==> src/rtl/nios_handshake_copier_pkg.sv <==
// Shared types for the Nios II handshake memory copier.
// FSM state encoding and Avalon-MM constants.
package nios_handshake_copier_pkg;

    typedef enum logic [2:0] {
        IDLE,
        RD,
        RD_WAIT,
        WR,
        FIN
    } state_t;

    localparam logic OP_COPY = 1'b0;
    localparam logic OP_FILL = 1'b1;

    localparam logic [3:0] BE_ALL = 4'hF;

    // Wide enough for READ_LATENCY-1 up to 7.
    localparam int LAT_W = 3;

endpackage

==> src/rtl/nios_handshake_mm_copier.sv <==
// Avalon-MM master that copies or fills word blocks in on-chip RAM.
// One command at a time over a valid/ready handshake, done pulse at end.
module nios_handshake_mm_copier
    import nios_handshake_copier_pkg::*;
#(
    parameter int ADDR_W       = 12,
    parameter int LEN_W        = 11,
    parameter int READ_LATENCY = 1
) (
    input  logic              clk,
    input  logic              reset_n,
    input  logic              cmd_valid,
    output logic              cmd_ready,
    input  logic              cmd_op,
    input  logic [ADDR_W-1:0] cmd_src,
    input  logic [ADDR_W-1:0] cmd_dst,
    input  logic [LEN_W-1:0]  cmd_len,
    input  logic [31:0]       cmd_pattern,
    output logic              busy,
    output logic              done,
    output logic [LEN_W-1:0]  words_done,
    output logic [ADDR_W-1:0] avm_address,
    output logic              avm_read,
    output logic              avm_write,
    output logic [3:0]        avm_byteenable,
    output logic [31:0]       avm_writedata,
    input  logic [31:0]       avm_readdata,
    input  logic              avm_waitrequest
);

    localparam logic [ADDR_W-1:0] WORD_MASK = ~ADDR_W'(3);
    localparam logic [ADDR_W-1:0] WORD_STEP = ADDR_W'(4);
    localparam logic [LAT_W-1:0]  LAT_LOAD  = LAT_W'(READ_LATENCY - 1);

    state_t            state;
    logic [ADDR_W-1:0] src_q;
    logic [ADDR_W-1:0] dst_q;
    logic [LEN_W-1:0]  len_q;
    logic              op_q;
    logic [LAT_W-1:0]  lat_cnt;

    logic [LEN_W-1:0]  words_next;
    logic [ADDR_W-1:0] src_next;
    logic [ADDR_W-1:0] dst_next;
    logic              last_word;

    // Next word pointers; addresses wrap naturally at 2^ADDR_W.
    always_comb begin
        words_next = words_done + LEN_W'(1);
        src_next   = src_q + WORD_STEP;
        dst_next   = dst_q + WORD_STEP;
        last_word  = (words_next == len_q);
    end

    // Command FSM; every bus and status output is registered here.
    always_ff @(posedge clk or negedge reset_n) begin
        if (!reset_n) begin
            state          <= IDLE;
            src_q          <= '0;
            dst_q          <= '0;
            len_q          <= '0;
            op_q           <= OP_COPY;
            lat_cnt        <= '0;
            cmd_ready      <= 1'b1;
            busy           <= 1'b0;
            done           <= 1'b0;
            words_done     <= '0;
            avm_address    <= '0;
            avm_read       <= 1'b0;
            avm_write      <= 1'b0;
            avm_byteenable <= 4'h0;
            avm_writedata  <= '0;
        end else begin
            done <= 1'b0;
            unique case (state)
                IDLE: begin
                    if (cmd_valid && cmd_ready) begin
                        src_q      <= cmd_src & WORD_MASK;
                        dst_q      <= cmd_dst & WORD_MASK;
                        len_q      <= cmd_len;
                        op_q       <= cmd_op;
                        words_done <= '0;
                        cmd_ready  <= 1'b0;
                        busy       <= 1'b1;
                        if (cmd_len == '0) begin
                            state <= FIN;
                            done  <= 1'b1;
                            busy  <= 1'b0;
                        end else if (cmd_op == OP_FILL) begin
                            state          <= WR;
                            avm_write      <= 1'b1;
                            avm_byteenable <= BE_ALL;
                            avm_address    <= cmd_dst & WORD_MASK;
                            avm_writedata  <= cmd_pattern;
                        end else begin
                            state          <= RD;
                            avm_read       <= 1'b1;
                            avm_byteenable <= BE_ALL;
                            avm_address    <= cmd_src & WORD_MASK;
                        end
                    end
                end
                RD: begin
                    if (!avm_waitrequest) begin
                        state          <= RD_WAIT;
                        avm_read       <= 1'b0;
                        avm_byteenable <= 4'h0;
                        lat_cnt        <= LAT_LOAD;
                    end
                end
                RD_WAIT: begin
                    if (lat_cnt == '0) begin
                        state          <= WR;
                        avm_write      <= 1'b1;
                        avm_byteenable <= BE_ALL;
                        avm_address    <= dst_q;
                        avm_writedata  <= avm_readdata;
                    end else begin
                        lat_cnt <= lat_cnt - LAT_W'(1);
                    end
                end
                WR: begin
                    if (!avm_waitrequest) begin
                        words_done <= words_next;
                        src_q      <= src_next;
                        dst_q      <= dst_next;
                        if (last_word) begin
                            state          <= FIN;
                            avm_write      <= 1'b0;
                            avm_byteenable <= 4'h0;
                            done           <= 1'b1;
                            busy           <= 1'b0;
                        end else if (op_q == OP_FILL) begin
                            avm_address <= dst_next;
                        end else begin
                            state       <= RD;
                            avm_write   <= 1'b0;
                            avm_read    <= 1'b1;
                            avm_address <= src_next;
                        end
                    end
                end
                FIN: begin
                    state     <= IDLE;
                    cmd_ready <= 1'b1;
                end
                default: begin
                    state <= IDLE;
                end
            endcase
        end
    end

endmodule

==> config.mk <==
export PLATFORM = sky130hd
export DESIGN_NAME = nios_handshake_mm_copier
export DESIGN_NICKNAME = d
export VERILOG_FILES = /design/src/rtl/nios_handshake_copier_pkg.sv /design/src/rtl/nios_handshake_mm_copier.sv
export SDC_FILE = /design/constraint.sdc
export NUM_CORES = 1
export LEC_CHECK = 0
export BUFFER_PORTS_ARGS = -buffer_cell sky130_fd_sc_hd__buf_2
export CAP_MARGIN = 40
export CORE_MARGIN = 1.5
export CORE_UTILIZATION = 45
export DETAILED_ROUTE_END_ITERATION = 7
export MAX_ROUTING_LAYER = met4
export PLACE_DENSITY = 0.81
export SLEW_MARGIN = 10
export SYNTH_ARGS = -nofsm -noshare
export SYNTH_HDL_FRONTEND = slang
export SYNTH_SLANG_ARGS = --single-unit
==> constraint.sdc <==
create_clock -name clk -period 3.6 [get_ports clk]
set_input_delay 0.18 -clock clk [delete_from_list [all_inputs] [get_ports clk]]
set_output_delay 0.18 -clock clk [all_outputs]
set_load 0.01 [all_outputs]
==> Word-level counts from Yosys, hierarchy flattened <==
Cells that the tools add are included.
{ "op_classes": {"add_sub_neg": 4, "n_mul": 0, "div": 0, "magnitude_cmp": 0, "n_eq_ne": 17, "shifts": 0, "n_mux": 69, "n_bitwise": 0, "n_reduce_logical": 22} }
{ "op_table": {"columns": ["operator", "n"], "rows": [
  ["2-to-1 mux 12 bit", 11],
  ["2-to-1 mux 32 bit", 4],
  ["one-hot mux 32 bit (2 select lines)", 1],
  ["one-hot mux 12 bit (2 select lines)", 2],
  ["one-hot mux 12 bit (3 select lines)", 1],
  ["2-to-1 mux 3 bit", 9],
  ["adder 12 x 3 -> 12 bit, second input constant", 2],
  ["2-to-1 mux 4 bit", 6],
  ["2-to-1 mux 1 bit", 23],
  ["2-to-1 mux 11 bit", 2],
  ["!= test 2 bit, second input constant", 11],
  ["one-hot mux 11 bit (2 select lines)", 1],
  ["one-hot mux 4 bit (4 select lines)", 1],
  ["AND reduction 7 bit", 2],
  ["one-hot mux 3 bit (4 select lines)", 1],
  ["adder 11 x 1 -> 11 bit, second input constant", 1],
  ["== test 11 bit", 1],
  ["zero test 11 bit", 1],
  ["AND reduction 5 bit", 2],
  ["AND reduction 8 bit", 1],
  ["nonzero test 2 bit", 4],
  ["== test 3 x 2 -> 1 bit, second input constant", 2],
  ["zero test 3 bit", 2],
  ["one-hot mux 1 bit (2 select lines)", 3],
  ["14 further kinds", 18]
]} }
{ "word_totals": {"register_bits": 106, "latchBits": 0, "ramBits": 0, "mem_bits_ro": 0, "input_bits": 104, "out_inout_bits": 64, "elab_cells": 127, "mem_count": 0} }

==> Longest topological paths before layout <==
Gate-level depths: netlist (run 1).
{ "logic_depth": {"word_depth": 5, "ltp_mapped": 11, "ltp_nobuf": 8} }

==> Worst setup path before layout (run 1) <==
Ideal clock, no wire load.
{ "synth_path": {"path_kind": "register to register", "start": "reg words_done[0]", "end": "reg avm_address[10]", "setup_time_ns": 0.125, "t_arrival_ns": 2.405, "t_required_ns": 3.475, "slack_ns": 1.070, "path_stages_with_launch": 10, "path_buffers": 1, "period_less_slack_ns": 2.530, "cell_sequence": "dfrtp_1 > ha_1 > and3_4 > xnor2_1 > a2111oi_2 > nand3_1 > and4b_4 > a211oi_2 > buf_6 > mux2_4"} }
{ "synth_via": {"elab_chain_cells": 4} }
{ "synth_lines": {"columns": ["item", "line", "rtl"], "rows": [
  ["start, declared", "nios_handshake_mm_copier.sv:21", "output logic [LEN_W-1:0] words_done,"],
  ["start signal, assigned", "nios_handshake_mm_copier.sv:124", "words_done <= words_next;"],
  ["adder 11 x 1 -> 11 bit", "nios_handshake_mm_copier.sv:49", "words_next = words_done + LEN_W'(1);"],
  ["== test 11 bit", "nios_handshake_mm_copier.sv:52", "last_word = (words_next == len_q);"],
  ["!= test 2 bit (no source line)", null, null],
  ["AND reduction 6 bit (no source line)", null, null],
  ["end signal, assigned", "nios_handshake_mm_copier.sv:93", "avm_address <= cmd_dst & WORD_MASK;"],
  ["end signal, assigned", "nios_handshake_mm_copier.sv:99", "avm_address <= cmd_src & WORD_MASK;"],
  ["end signal, assigned", "nios_handshake_mm_copier.sv:116", "avm_address <= dst_q;"],
  ["end, declared", "nios_handshake_mm_copier.sv:22", "output logic [ADDR_W-1:0] avm_address,"]
]} }
Every way passes these cells.
A chain may end at the register's enable or synchronous reset.

==> Worst setup path after layout (run 1) <==
{ "layout_path": {"start": "reg words_done[0]", "end": "reg avm_address[6]"} }
Same word-level chain as after synthesis.

==> metrics, run 1 <==
slowest cell delay on critical path=0.46 ns; CP arrival=2.99 ns; Vias/cell=between 5 and 6; top cell type's share of synthesized area=between 40% and 50%; Area Overhead vs Synth=21.2%; Routability Congestion=0.843; Post-synth EDFFs=0; CP delay by family, top=simple AND/OR/NAND/NOR gates; Worst setup EP type=register; unrepaired setup endpoints after global routing=no; CTS Root Cell=clkbuf_16; core footprint=about 0.012 mm^2; Worst-Margin Slew=0.643 ns; Cells after Synth=620; routed length per placed instance=15.0 um; antenna violations before repair=0; Required @ worst endpoint=3.83 ns; Post-Synth Simple-Gate Area=16.9%; hpwl dp=just over 10 mm; Synth area leaders=dfrtp_1 43%, mux2i_1 7.6%, a21oi_1 6.3%; Leak Pwr=0.00313 uW; Placed Instance Area=0.00656 mm^2; Post-Synth Adder-Cell Area=1.10%; DRC Markers=0; Initial DRT Pass Iterations=4; multiplexer share of the synthesized area=12.4%; Peak VDD IR=approximately 380 uV; Bufs and invs on worst path=1; IO Count=approximately 170; Die W=115 um; fin cells=932; Layout Nets=868; Post-CTS Hold Buffers=1; vias in the first global route=4769; final setup vio count=0; Die Ht=~120 um; Net Count, Synth=around 730; Startpoint Class=register; post-synth cell types=a little over 60; WS Path Type=register to register; CTS Buf Count=9; status=finished, final reports clean; Hold Path Depth=3; synthesized area=~0.0057 mm^2; Max Cap Violations=0; HP Class=input pin to register; Setup Skew=0.00514 ns; Total GRT Usage=22.5%; Max Clk Rate=approximately 0.36 GHz; Ys Warns=0; Setup Slack @ Placement=0.858 ns; sequential-to-total area share from yosys stat=between 40% and 50%; Final Util=56.5%; final critical-path required period=2.76 ns; post-synthesis compound-gate area fraction=17.2%; Design Area, Final=0.00687 mm^2; CP cell instances=ha_1, nand3_1, nor3_2, xnor2_1, nor2_1, and4b_4, a211oi_2, buf_4, mux2_2; DR iter-0 viols=239; largest family of logic cells by synthesized area=compound AO/OA/AOI/OAI gates; Max Root-Sink Buffers=2; CTS tree=built; Commonest cells post-synth=97 x dfrtp_1, 77 x nor2_1, 71 x a21oi_1, 52 x nand2_1, 44 x o21ai_0; Antenna diodes=0; relative slew slack=57.1%; slowest stage cell, crit path=dfrtp_1; Inst Count DP=approximately 920; asr flop ratio synth=between 90% and 100%; main flop type after synthesis=dfrtp_1; Reg clk slew, reported paths=0.07 ns; setup TNS=0 ns; critical path fanouts, max=11; die area=0.0133 mm^2; insertion delay to the later sink of the worst-skew pair=0.35 ns; final hold violations=0; TritonCTS Sinks=98; Initial Utilization=46.6%; layout cells sized above 1=30.2%; most frequent cell after synthesis=dfrtp_1; Power Density=about 850 mW/mm^2; Core Rows=40; global route total overflow=0; pin count of the biggest net entering global routing=66; max-slew violation count=0; flops & latches, synth=98; Final WS setup=0.840 ns; post-CTS setup buffer count=0; final worst-path cycle share=76.7%; post-synth top area cell=dfrtp_1; cts repair resizes=0; antenna-violating nets left=0; first-pass GRT wire length=between 20 and 25 mm; XOR/XNOR Fraction of Synth Area=4.02%; htree depth=3; wirelength, routed=14.0 mm; Mapped Avg Cell Area=9.14 um^2; PortBufs=163; Crit. path cell count=9; FF-to-FF path depth=9; DR vias=4992
-- worst paths after layout --
kind,from,end,slack [ns]
hold reg to reg,lat_cnt[0],lat_cnt[0],0.49
setup reg to reg,words_done[0],avm_address[6],0.84
min in group asynchronous,reset_n,avm_writedata[1],0.42
hold / removal,cmd_dst[2],dst_q[2],0.07
max in group asynchronous,reset_n,dst_q[11],2.33
setup / recovery,words_done[0],avm_address[6],0.84
-- area by class of cell --
| type | instances | area, um^2 |
|---|---|---|
| multi-input combinational | 465 | 2950 |
| clock buffer | 11 | 253 |
| sequential | 98 | 2450 |
| tap | 168 | 210 |
| inverter | 9 | 33.8 |
| clock inverter | 5 | 52.6 |
| fill | 1121 | 5290 |
| timing repair buffer | 176 | 918 |
-- kinds of logic after synthesis --
kind of cell,after synthesis
simple gates,202
compound gates,167
flops,98
mux,65
buf+inv,57
xor+xnor,26
fa+ha+maj,5
-- registers in the layout, summed over array words and instances (netlist names), 3 cells and up --
signal	cells
src_q	10
state	3
lat_cnt	3
words_done	11
dst_q	10
avm_writedata	32
len_q	11
avm_address	11
-- layer usage --
metal / wire (um) / GRT usage (%) / vias to the layer above
li1: - / - / 2476
met5: 0 / - / -
met2: 6580 / 36.0 / 154
met1: 6400 / 28.5 / 2349
met4: 168 / 7.00 / 0
met3: 834 / 5.22 / 13
-- power by group --
group / switching [uW] / internal [uW] / leakage, uW
sequential: 400 / 1560 / 0.00118
clock: 414 / 573 / 0.000151
combinational: 1630 / 1280 / 0.00180
total: 2440 / 3410 / 0.00313
-- worst reg2reg max path: stages, from the launching register on --
cell and delay, ns:
dfrtp_1 0.46, ha_1 0.32, nand3_1 0.28, nor3_2 0.31, xnor2_1 0.15, nor2_1 0.07
and4b_4 0.23, a211oi_2 0.17, buf_4 0.28, mux2_2 0.37
-- per-stage QoR --
stage	hold slack (ns)	total power [uW]
2_1_floorplan	-0.116	4080
3_3_place_gp	0.246	4790
3_5_place_dp	0.249	4880
4_1_cts	0.0658	5890
5_1_grt	0.0729	6340
6_report	0.0734	5850
-- placed cells by master (no fill, tap or decap), types with 5 or more instances in the layout --
cell type and instances:
xor2_1 8, buf_4 13, nand2_1 52, buf_2 162
a21oi_1 71, nor2_1 76, mux2_2 15, dfrtp_1 97
nand3_1 24, xnor2_1 18, mux2_4 7, clkbuf_16 9
mux2i_1 43, o211ai_1 6, a31oi_1 5, ha_1 5
nor3_1 11, o21ai_0 44, inv_1 9, a22oi_1 5
o22ai_1 11
No activity file was read; power rests on OpenSTA's default activity.
==> inputs of run 2 (changes only) <==
Settings changed: PLACE_DENSITY 0.81 to 0.84.
Clock period 3.6 ns to 2.4 ns, I/O delays scaled along.
==> metrics, run 2 (same netlist as run 1, synthesis figures left out) <==
Layout Nets=891 (+2.6%); Max Cap Violations=0 (unchanged); Hold Path Depth=2 (-1); DR iter-0 viols=342 (+43%); Worst-Margin Slew=0.700 ns (+0.0571 ns); Routability Congestion=0.886 (+5.1%); FF-to-FF path depth=9 (unchanged); die area=0.0133 mm^2 (unchanged); critical path fanouts, max=11 (unchanged); Peak VDD IR=617 uV (+61%); Antenna diodes=0 (unchanged); vias in the first global route=4896 (+2.7%); Die W=115 um (unchanged); Reg clk slew, reported paths=0.07 ns (about the same); Max Clk Rate=0.421 GHz (+16%); worst hold margin=0.0149 ns (-0.0585 ns); antenna violations before repair=0 (unchanged); final setup vio count=0 (unchanged); max FFs per register=32 (unchanged); Worst setup EP type=register; WS Path Type=register to register; most frequent cells in the layout=162 x buf_2, 95 x dfrtp_1, 76 x nor2_1; layout cells sized above 1=32.7% (+2.4 points); Vias/cell=5.42 (+1.2%); Worst R2R End=avm_address[8]; Setup Slack @ Placement=0.0317 ns (-0.826 ns); Final WS setup=0.0240 ns (-0.817 ns); Area Overhead vs Synth=26.1%; relative slew slack=53.3% (-3.8 points); htree depth=3 (unchanged); wirelength, routed=14.7 mm (+4.8%); global route total overflow=0 (unchanged); pin count of the biggest net entering global routing=66 (unchanged); Leak Pwr=0.00327 uW (+4.4%); R2R Setup Slk=0.02 ns (-0.82 ns); Required @ worst endpoint=2.63 ns (-1.20 ns); first-pass GRT wire length=24.1 mm (+6.0%); Power Density=1280 mW/mm^2 (+51%); hpwl dp=10.6 mm (+5.5%); worst hold endpoint=len_q[10]; CTS Buf Count=9 (unchanged); core footprint=0.0122 mm^2 (unchanged); Max Root-Sink Buffers=2 (unchanged); TritonCTS Sinks=98 (unchanged); Setup Skew=0.00836 ns (+0.00322 ns); antenna-violating nets left=0 (unchanged); final worst-path cycle share=99.0% (+22 points); Die Ht=115 um (unchanged); DR vias=5178 (+3.7%); Sequential Area=0.00246 mm^2 (+0.10%); unrepaired setup endpoints after global routing=yes; insertion delay to the later sink of the worst-skew pair=0.35 ns (about the same); PortBufs=163 (unchanged); CP arrival=2.61 ns (-0.38 ns); final critical-path required period=2.38 ns (-0.383 ns); Initial Utilization=46.6% (unchanged); Hold Startpoint=cmd_len[10]; Core Rows=40 (unchanged); Total GRT Usage=24.1% (+1.6 points); Initial DRT Pass Iterations=6 (+2); Fill cells=1043 (-7.0%); CTS tree=built; Most flops, register=avm_writedata; IO Count=168 (unchanged); Reg-to-Reg Start=words_done[1]; status=finished, final reports clean; DRC Markers=0 (unchanged); Startpoint Class=register; HP Class=input pin to register; CTS Root Cell=clkbuf_16; commonest non-fill, non-tap cell in the layout=buf_2; routed length per placed instance=15.3 um (+2.3%); final hold violations=0 (unchanged); multi-input logic area=0.00299 mm^2 (+1.2%); max-slew violation count=0 (unchanged)
==> run 2: routing by layer <==
metal / track usage, % / vias to the layer above / wire length [um]
met5: - / - / 0
met4: 8.48 / 0 / 259
met3: 5.17 / 18 / 1030
met2: 38.3 / 208 / 7020
met1: 30.5 / 2429 / 6340
li1: - / 2523 / -
==> run 2: worst max-delay path, stage by stage (launching register included) <==
cell	delay, ns
dfrtp_2	0.43
ha_4	0.17
and3_4	0.15
xnor2_2	0.14
a2111oi_2	0.33
nand3_1	0.14
and4b_4	0.37
a211oi_4	0.07
buf_12	0.16
mux2_4	0.29
==> run 2: through the flow <==
stage,cell area [um^2],setup TNS (ns),instances,power (uW),utilization (%)
finish,7150,0,955,9160,58.8
global route,7150,-0.299,955,9940,58.8
CTS,7100,0,952,9150,58.4
detailed placement,6760,0,934,7590,55.6
global placement,6760,0,934,7440,55.6
floorplan,5680,0,620,6150,-
==> run 2: where the power goes <==
part / switching [uW] / internal [uW]
registers: 571 / 2340
clock network: 641 / 892
logic: 2550 / 2160
total: 3760 / 5390
==> run 2: worst max-delay path by stage <==
stage	from	to	cells past startpoint
2_1_floorplan	words_done[0]	avm_address[10]	9
3_3_place_gp	words_done[1]	avm_address[2]	9
3_5_place_dp	words_done[1]	avm_address[8]	9
4_1_cts	words_done[1]	avm_address[8]	9
5_1_grt	words_done[1]	avm_address[6]	9
6_report	words_done[1]	avm_address[8]	9
==> run 2: timing repair <==
action | CTS | global route
hold buffers | 2 | 1
setup endpoints to repair | 0 | 9
setup buffers | 0 | 2
endpoints found under the hold margin | 51 | 1
resized for setup | 0 | 4
==> run 2: layout make-up <==
type                            count  share of cell area (%)
Sequential cell                    98                    34.4
Clock inverter                      4                   0.683
Tap cell                          168                    2.94
Clock buffer                       12                    3.73
Timing Repair Buffer              199                    16.0
Multi-Input combinational cell    465                    41.8
Inverter                            9                   0.473
==> inputs of run 3 (changes only) <==
--- a/config.mk
+++ b/config.mk
@@ -13,3 +13,3 @@
 export MAX_ROUTING_LAYER = met4
-export PLACE_DENSITY = 0.84
+export PLACE_DENSITY = 0.74
 export SLEW_MARGIN = 10
==> constraint.sdc (replaced) <==
create_clock -name clk -period 2.4 [get_ports clk]
set_input_delay 0.24 -clock clk [delete_from_list [all_inputs] [get_ports clk]]
set_output_delay 0.24 -clock clk [all_outputs]
set_load 0.01 [all_outputs]
==> metrics, run 3 (same netlist as run 1, synthesis figures left out) <==
Max Clk Rate=0.420 GHz (-0.29%); pin count of the biggest net entering global routing=66 (unchanged); Max Root-Sink Buffers=2 (unchanged); Die W=115 um (unchanged); Initial Utilization=46.6% (unchanged); CTS Root Cell=clkbuf_16; slowest stage cell, crit path=or4b_1; insertion delay to the later sink of the worst-skew pair=0.35 ns (about the same); Required @ worst endpoint=2.64 ns (about the same); HP Class=input pin to register; routed length per placed instance=15.7 um (+2.1%); IO Count=168 (unchanged); final hold violations=0 (unchanged); Total GRT Usage=23.8% (-0.32 points); relative slew slack=60.3% (+7.0 points); Worst setup EP type=register; Power Density=1270 mW/mm^2 (-1.1%); Most flops, register=avm_writedata; Setup Slack @ Placement=-0.0381 ns (-0.0698 ns); unrepaired setup endpoints after global routing=yes; CTS tree=built; antenna-violating nets left=0 (unchanged); Design Area, Final=0.00709 mm^2 (-0.81%); status=finished, final reports clean; Antenna diodes=0 (unchanged); worst hold margin=0.129 ns (+0.114 ns); Setup Skew=0.0102 ns (+0.00180 ns); CP arrival=2.62 ns (about the same); max FFs per register=32 (unchanged); antenna violations before repair=0 (unchanged); DR WL met3=1.14 mm (+9.8%); final critical-path required period=2.38 ns (+0.00679 ns); Routability Congestion=0.887 (about the same); Top Layer Used=met4; slowest cell delay on critical path=0.51 ns (+0.08 ns); DRC Markers=0 (unchanged); core footprint=0.0122 mm^2 (unchanged); DR vias=5186 (+0.15%); hpwl dp=10.8 mm (+1.6%); Area Overhead vs Synth=25.0%; WS Path Type=register to register; Die Ht=115 um (unchanged); Worst-Margin Slew=0.595 ns (-0.105 ns); DR iter-0 viols=337 (-1.5%); htree depth=3 (unchanged); critical path fanouts, max=11 (unchanged); wirelength, routed=14.9 mm (+1.8%); Pwr Total=8990 uW (-1.8%); Startpoint Class=register; vias in the first global route=5045 (+3.0%); layout cells sized above 1=32.7% (about the same); Reg clk slew, reported paths=0.07 ns (about the same); Layout Nets=888 (-0.34%); commonest non-fill, non-tap cell in the layout=buf_2; most frequent cells in the layout=162 x buf_2, 95 x dfrtp_1, 76 x nor2_1; final setup vio count=0 (unchanged); Leak Pwr=0.00324 uW (-0.86%); Final WS setup=0.0172 ns (-0.00679 ns); CTS Buf Count=9 (unchanged); final worst-path cycle share=99.3% (+0.28 points); Max Cap Violations=0 (unchanged); Core Rows=40 (unchanged); Initial DRT Pass Iterations=5 (-1); Vias/cell=5.45 (+0.47%); Placed Instance Area=0.00676 mm^2 (unchanged); wire length on met1=6.35 mm (+0.13%); max-slew violation count=0 (unchanged); Peak VDD IR=581 uV (-5.9%); global route total overflow=0 (unchanged); CP cell instances=nand3_2, or4b_1, o211ai_1, a22o_2, and4b_4, a211oi_4, buf_12, mux2_4; met2 WL=7.26 mm (+3.4%); PortBufs=163 (unchanged); TritonCTS Sinks=98 (unchanged); die area=0.0133 mm^2 (unchanged); first-pass GRT wire length=24.2 mm (+0.54%)
## run 3: changes by cell type in the layout (fill, tap and decap cells not counted)
cell / delta
nand3_1: -1
o21ai_1: -1
clkinv_4: -1
dlygate4sd3_1: -2
nor3_1: -1
nand3_2: +1
bufinv_16: -1
buf_4: -1
clkbuf_1: +2
clkbuf_8: -1
o21ai_0: +1
nor3_2: +1
clkinv_2: +1
## run 3: metal layers
metal,vias to the layer above,GRT usage (%)
li1,2510,-
met1,2449,29.0
met2,212,39.0
met3,15,6.11
met4,0,6.91
met5,-,-
## run 3: worst paths after layout
path / start / end / slack [ns] / cells after the start
setup / recovery: words_done[2] / avm_address[2] / 0.02 / 8
hold / removal: cmd_dst[2] / dst_q[2] / 0.13 / 3
setup reg to reg: words_done[2] / avm_address[2] / 0.02 / 8
hold reg to reg: avm_write / avm_write / 0.49 / 1
max in group asynchronous: reset_n / avm_writedata[26] / 1.30 / 3
min in group asynchronous: reset_n / words_done[4] / 0.39 / 2
## run 3: repair_timing
action | CTS | global route
hold buffers | 1 | 0
cloned | 0 | 0
endpoints found under the setup margin | 8 | 30
pin swaps | 1 | 0
setup buffers | 1 | 0
hold endpoints to repair | 32 | 0
gates resized for setup | 1 | 4
## run 3: final cells by class
class,count,area (um^2)
clock inverters,3,15.0
multi-input cells,465,3000
clock buffers,13,260
well taps,168,210
fillers,1053,5070
flip-flops and latches,98,2460
inverters,9,33.8
repair buffers,196,1120
## run 3: worst max-delay path: cells and delay by family (launching register included)
| kind | cells | cell delay [ns] |
|---|---|---|
| muxes | 1 | 0.29 |
| DFF | 1 | 0.46 |
| buffers and inverters | 1 | 0.16 |
| and+or+nand+nor | 3 | 0.96 |
| AOI/OAI and AO/OA | 3 | 0.40 |
## run 3: where the power goes
part | switching (uW) | internal, uW
clock network | 626 | 756
registers | 616 | 2340
logic | 2540 | 2110
total | 3780 | 5210
## run 3: stage by stage
stage	instances	TNS (ns)	utilization (%)
after CTS	952	0	58.1
after global placement	934	0	55.6
after detailed placement	934	-0.0561	55.6
after global routing	952	-0.704	58.3
after floorplan	620	0	-
final	952	0	58.3
